<file path="src/rtl/lcd_frame_source.sv">
// rtl/lcd_frame_source.sv - raster counters and built-in test patterns feeding the 7:1 LVDS serializer
module lcd_frame_source #(
   parameter int H_ACTIVE     = 1024,
   parameter int H_SYNC_START = 1152,
   parameter int H_TOTAL      = 1173,
   parameter int V_ACTIVE     = 310,
   parameter int V_SYNC_START = 311,
   parameter int V_SYNC_END   = 313,
   parameter int V_TOTAL      = 330,
   parameter int SCROLL_STEP  = 4
) (
   input  logic       clk,
   input  logic       rst,
   input  logic       pix_stb,
   input  logic [2:0] pattern_sel,
   output logic       de,
   output logic       hsync,
   output logic       vsync,
   output logic [5:0] red,
   output logic [5:0] green,
   output logic [5:0] blue,
   output logic       frame_start
);

   // Raster limits sized to the counters they are compared against
   localparam logic [10:0] H_ACT     = 11'(H_ACTIVE);
   localparam logic [10:0] H_LAST    = 11'(H_ACTIVE - 1);
   localparam logic [10:0] H_SS      = 11'(H_SYNC_START);
   localparam logic [10:0] H_END     = 11'(H_TOTAL - 1);
   localparam logic [8:0]  V_ACT     = 9'(V_ACTIVE);
   localparam logic [8:0]  V_LAST    = 9'(V_ACTIVE - 1);
   localparam logic [8:0]  V_SS      = 9'(V_SYNC_START);
   localparam logic [8:0]  V_SE      = 9'(V_SYNC_END);
   localparam logic [8:0]  V_END     = 9'(V_TOTAL - 1);
   localparam logic [10:0] OFF_STEP  = 11'(SCROLL_STEP);
   localparam logic [10:0] OFF_LIMIT = 11'(H_ACTIVE - 32);
   localparam logic [10:0] BAR_WIDTH = 11'd32;

   logic [10:0] h_cnt;
   logic [8:0]  v_cnt;
   logic [2:0]  pattern_q;
   logic [9:0]  offset_q;

   logic        at_line_end;
   logic        at_frame_end;
   logic [10:0] offset_sum;
   logic [9:0]  offset_next;
   logic [10:0] bar_start;
   logic [10:0] bar_end;
   logic [2:0]  bar_rgb;

   logic        f_de;
   logic        f_hsync;
   logic        f_vsync;
   logic [5:0]  f_red;
   logic [5:0]  f_green;
   logic [5:0]  f_blue;

   // Raster position decode and the next scroll offset taken at frame wrap
   always_comb begin
      at_line_end  = (h_cnt == H_END);
      at_frame_end = at_line_end && (v_cnt == V_END);
      offset_sum   = {1'b0, offset_q} + OFF_STEP;
      offset_next  = (offset_sum > OFF_LIMIT) ? 10'd0 : offset_sum[9:0];
      bar_start    = {1'b0, offset_q};
      bar_end      = {1'b0, offset_q} + BAR_WIDTH;
   end

   // Colour bar lookup: {r,g,b} on/off for the eight bars of 128 columns
   always_comb begin
      bar_rgb = 3'b000;
      case (h_cnt[9:7])
         3'd0:    bar_rgb = 3'b111;
         3'd1:    bar_rgb = 3'b110;
         3'd2:    bar_rgb = 3'b011;
         3'd3:    bar_rgb = 3'b010;
         3'd4:    bar_rgb = 3'b101;
         3'd5:    bar_rgb = 3'b100;
         3'd6:    bar_rgb = 3'b001;
         default: bar_rgb = 3'b000;
      endcase
   end

   // Pixel function of the current raster position; no pipeline stage
   always_comb begin
      f_de    = (h_cnt < H_ACT) && (v_cnt < V_ACT);
      f_hsync = (h_cnt >= H_SS);
      f_vsync = (v_cnt >= V_SS) && (v_cnt < V_SE);
      f_red   = 6'd0;
      f_green = 6'd0;
      f_blue  = 6'd0;
      if (f_de) begin
         case (pattern_q)
            3'd0: begin
               f_red   = 6'd0;
            end
            3'd1: begin
               if ((v_cnt == 9'd0) || (v_cnt == V_LAST)) f_red  = 6'd63;
               if ((h_cnt == 11'd0) || (h_cnt == H_LAST)) f_blue = 6'd63;
            end
            3'd2: begin
               f_red   = {6{bar_rgb[2]}};
               f_green = {6{bar_rgb[1]}};
               f_blue  = {6{bar_rgb[0]}};
            end
            3'd3: begin
               f_red   = h_cnt[9:4];
               f_green = h_cnt[9:4];
               f_blue  = h_cnt[9:4];
            end
            3'd4: begin
               if (h_cnt[5] ^ v_cnt[5]) begin
                  f_red   = 6'd63;
                  f_green = 6'd63;
                  f_blue  = 6'd63;
               end
            end
            3'd5: begin
               if ((h_cnt >= bar_start) && (h_cnt < bar_end)) begin
                  f_red   = 6'd63;
                  f_green = 6'd63;
                  f_blue  = 6'd63;
               end
            end
            default: begin
               f_red   = 6'd63;
               f_green = 6'd63;
               f_blue  = 6'd63;
            end
         endcase
      end
   end

   // Raster counters advance once per strobe, wrapping line then frame
   always_ff @(posedge clk or posedge rst) begin
      if (rst) begin
         h_cnt <= 11'd0;
         v_cnt <= 9'd0;
      end else if (pix_stb) begin
         if (at_line_end) begin
            h_cnt <= 11'd0;
            if (v_cnt == V_END) v_cnt <= 9'd0;
            else                v_cnt <= v_cnt + 9'd1;
         end else begin
            h_cnt <= h_cnt + 11'd1;
         end
      end
   end

   // Pattern and scroll offset only change at frame wrap so a frame is never mixed
   always_ff @(posedge clk or posedge rst) begin
      if (rst) begin
         pattern_q <= 3'd0;
         offset_q  <= 10'd0;
      end else if (pix_stb && at_frame_end) begin
         pattern_q <= pattern_sel;
         offset_q  <= offset_next;
      end
   end

   // Registered pixel word, held between strobes; frame_start is a single-cycle pulse
   always_ff @(posedge clk or posedge rst) begin
      if (rst) begin
         de          <= 1'b0;
         hsync       <= 1'b0;
         vsync       <= 1'b0;
         red         <= 6'd0;
         green       <= 6'd0;
         blue        <= 6'd0;
         frame_start <= 1'b0;
      end else begin
         frame_start <= 1'b0;
         if (pix_stb) begin
            de          <= f_de;
            hsync       <= f_hsync;
            vsync       <= f_vsync;
            red         <= f_red;
            green       <= f_green;
            blue        <= f_blue;
            frame_start <= (h_cnt == 11'd0) && (v_cnt == 9'd0);
         end
      end
   end

endmodule
</file>
<file path="config.mk">
export PLATFORM = sky130hd
export DESIGN_NAME = lcd_frame_source
export DESIGN_NICKNAME = d
export VERILOG_FILES = /design/src/rtl/lcd_frame_source.sv
export SDC_FILE = /design/constraint.sdc
export NUM_CORES = 1
export LEC_CHECK = 0
export BUFFER_PORTS_ARGS = -buffer_cell sky130_fd_sc_hd__buf_2
export CORE_ASPECT_RATIO = 0.9
export CORE_MARGIN = 5
export CORE_UTILIZATION = 60
export DETAILED_ROUTE_END_ITERATION = 16
export PLACE_DENSITY_LB_ADDON = 0.15
export SLEW_MARGIN = 30
export SYNTH_ARGS = -nofsm -noshare
export SYNTH_HDL_FRONTEND = slang
export SYNTH_SLANG_ARGS = --single-unit
</file>
<file path="constraint.sdc">
create_clock -name clk -period 3.85 [get_ports clk]
set_input_delay 0.77 -clock clk [delete_from_list [all_inputs] [get_ports clk]]
set_output_delay 0.77 -clock clk [all_outputs]
set_load 0.05 [all_outputs]
</file>
==> key figures <==
Outcome
  – Status: completed

Routing
  – Drt wl/cell: 17.1 um
  – DR DRC count: 0
  – 1st-pass router iterations: 4
  – Max Used Layer: met4
  – Total wire length: 7.48 mm
  – Metal3 WL: 416 um
  – Antenna Nets Post-Route: 0
  – Via count: 2783
  – Met2 wire len: 3.58 mm
  – Via density: 6.37
  – Initial DRC Count: 166
  – WL met1: approximately 3.4 mm

Hold path
  – Worst Hold Depth: 1
  – WHS Endpoint: green[2]$_DFFE_PP0P_
  – HP Start: green[2]$_DFFE_PP0P_
  – Worst Hold Class: reg -> reg

GRT
  – Initial antenna violation count: 0
  – Total gr overflow: 0
  – Vias in the first global route: 2662
  – Global-route wire length before repair: 12.9 mm
  – Global Route Usage Sum: between 20% and 30%
  – Largest net degree at the start of global routing: 46

Synth
  – Mapped Cells: roughly 350
  – FFs w/ async S/R, synth: between 90% and 100%
  – Sequential share of the synthesized area: 40.5%
  – Yosys reg bits: 53
  – Syn Std Cell Area: 0.00327 mm2
  – Mapped Avg Cell Area: 9.38 um2
  – Synth unique cells: 52
  – Post-synth EDFFs: 0
  – Top FF cell, synth: dfrtp_1
  – Yosys warning count: 0
  – Net Count, Synth: 377

Finish
  – Final-layout fill cell count: 433
  – Nets@finish: 397
  – Multi-input gate area: 0.00177 mm2
  – Most frequent cells in the layout: dfrtp_1, nand2_1, buf_2
  – Area growth syn-to-layout: 7.61%
  – Share of cells above drive strength 1: 13.8%
  – Register area: 0.00133 mm2
  – Post-route insts no fill: approximately 440
  – Number of diodes: 0
  – Most common cell after layout, fill and taps aside: dfrtp_1

Pwr
  – Pint: 0.809 mW
  – Part of the power in registers: 55.0%
  – Sw frac: 33.5%
  – Comb power frac: 18.4%
  – Clk pwr share: 26.6%
  – LEAKAGE: 1.75 nW
  – Peak supply drop: 277 uV
  – PwrDens: 346 mW/mm2
  – NetSw: 0.408 mW

Clocking
  – Reg clk slew, reported paths: 0.10 ns
  – Max H-tree Level: 2
  – Post-CTS sizing: 0
  – CTS root buffer: clkbuf_8
  – # hold bufs at CTS: 0
  – Setup Fix Bufs, Post-CTS: 0
  – Maximum root-to-sink buffer count: 2
  – TritonCTS Buffers: 5
  – Clock Sinks: 53
  – Clock Latency Late Sink: 0.31 ns
  – CTS tree: done

STA
  – Max-slew headroom: 48.2%
  – Crit share post-route: about three quarters
  – Final TNS setup: 0 ns
  – Highest clock rate: approximately 340 MHz
  – Worst clock skew: 0.0110 ns
  – Slew Viols, Final: 0
  – Setup ws final: 0.888 ns
  – # setup viols final: 0
  – Worst-Margin Slew: 0.775 ns
  – Fin crit period: 2.96 ns
  – WHS: 0.480 ns
  – Fin. Hold Viols: 0
  – RSZ-0062 raised after global routing: false

Die
  – Initial Util: 61.9%
  – Die boundary width: 87.8 um
  – Core Box Area: 0.00529 mm2
  – Ports: 28
  – Die Y: 80.1 um
  – Die Area: 0.00703 mm2
  – Std cell rows: 25

Setup path
  – Reg2Reg Depth: 9
  – Reg2reg start: offset_q[5]$_DFFE_PP0P_
  – Kind of critical path: reg -> reg
  – CP endpoint kind: register
  – R2r endpoint: red[5]$_DFFE_PP0P_
  – CP max FO: 18
  – Worst R2R Setup Slack: 0.89 ns
  – Worst Setup Start Kind: register
  – CP Data Required Time: 4.10 ns
  – Crit path arrival time: 3.21 ns

Placement
  – Inst Count DP: 429
  – Worst Setup Slack post-DPL: 0.929 ns
  – Final HPWL DP: 5.53 mm
  – Routability Congestion: 0.926
  – I/O Buffers: 27

Run
  – Max-cap violations: 0
-- cells in the mapped netlist (all sizes together) (11+ instances only) --
| cell | instances | area [um2] |
|---|---|---|
| xnor2 | 11 | 96.3 |
| ha | 22 | 275 |
| a21oi | 14 | 77.6 |
| a21o | 21 | 158 |
| a41oi | 12 | 105 |
| nand3 | 12 | 60.1 |
| nor2 | 14 | 55.1 |
| clkbuf | 12 | 45.0 |
| nand2 | 38 | 148 |
| inv | 23 | 86.3 |
| nand4 | 12 | 75.1 |
| o21ai | 21 | 105 |
| dfrtp | 53 | 1330 |
-- power groups by stage --
stage	combinational (mW)	clock [mW]	sequential, mW
2_1_floorplan	0.143	0	0.694
3_3_place_gp	0.216	0	0.676
3_5_place_dp	0.226	0	0.679
4_1_cts	0.226	0.329	0.668
5_1_grt	0.250	0.354	0.676
6_report	0.224	0.324	0.669
-- worst max path at each step --
stage                            start                  end  slack, ns  cells after the start
4_1_cts        offset_q[5]$_DFFE_PP0P_  blue[3]$_DFFE_PP0P_       0.91                      9
5_1_grt        offset_q[5]$_DFFE_PP0P_  blue[1]$_DFFE_PP0P_       0.68                      9
3_5_place_dp   offset_q[5]$_DFFE_PP0P_  blue[3]$_DFFE_PP0P_       0.93                      9
6_report       offset_q[5]$_DFFE_PP0P_   red[5]$_DFFE_PP0P_       0.89                      9
3_3_place_gp   offset_q[5]$_DFFE_PP0P_  blue[3]$_DFFE_PP0P_       1.02                      8
2_1_floorplan  offset_q[5]$_DFFE_PP0P_  blue[1]$_DFFE_PP0P_       1.11                     11
-- critical path, stage by stage, from the launching register on --
cell,delay [ns]
dfrtp_1,0.55
ha_1,0.30
nand3_1,0.12
xnor2_1,0.22
ha_1,0.22
a2111oi_0,0.37
o21ai_1,0.11
or3_1,0.63
a41oi_1,0.28
a21o_1,0.10
-- final cells by class --
type	instances	area share, %
Clock buffer	6	2.06
Clock inverter	2	0.391
Inverter	23	2.49
Multi-Input combinational cell	255	50.3
Sequential cell	53	37.7
Tap cell	67	2.38
Timing Repair Buffer	31	4.69
-- flip-flops by register name, summed over array words and instances (netlist names), 3 cells and up --
signal	flops
red	6
pattern_q	3
h_cnt	11
v_cnt	9
offset_q	8
blue	6
green	6
-- metrics by stage --
stage	utilization, %	total power, mW	instance area (um2)
2_1_floorplan	-	0.837	3270
3_3_place_gp	64.9	0.892	3430
3_5_place_dp	64.9	0.904	3430
4_1_cts	66.6	1.22	3520
5_1_grt	66.6	1.28	3520
6_report	66.6	1.22	3520
-- cells by family after synthesis --
family | after synthesis | share of synthesized area [%]
and+or+nand+nor | 115 | 19.6
AOI/OAI and AO/OA | 104 | 22.3
DFF | 53 | 40.5
buffers and inverters | 41 | 5.32
adders and majority gates | 22 | 8.41
xor gates and xnor gates | 13 | 3.48
muxes | 1 | 0.306
-- metal layers --
metal	track usage, %	vias to the layer above
met2	36.9	80
met3	3.38	11
met5	0	-
met4	5.98	0
met1	32.9	1358
li1	-	1334
Power figures use the tool's default switching activity.
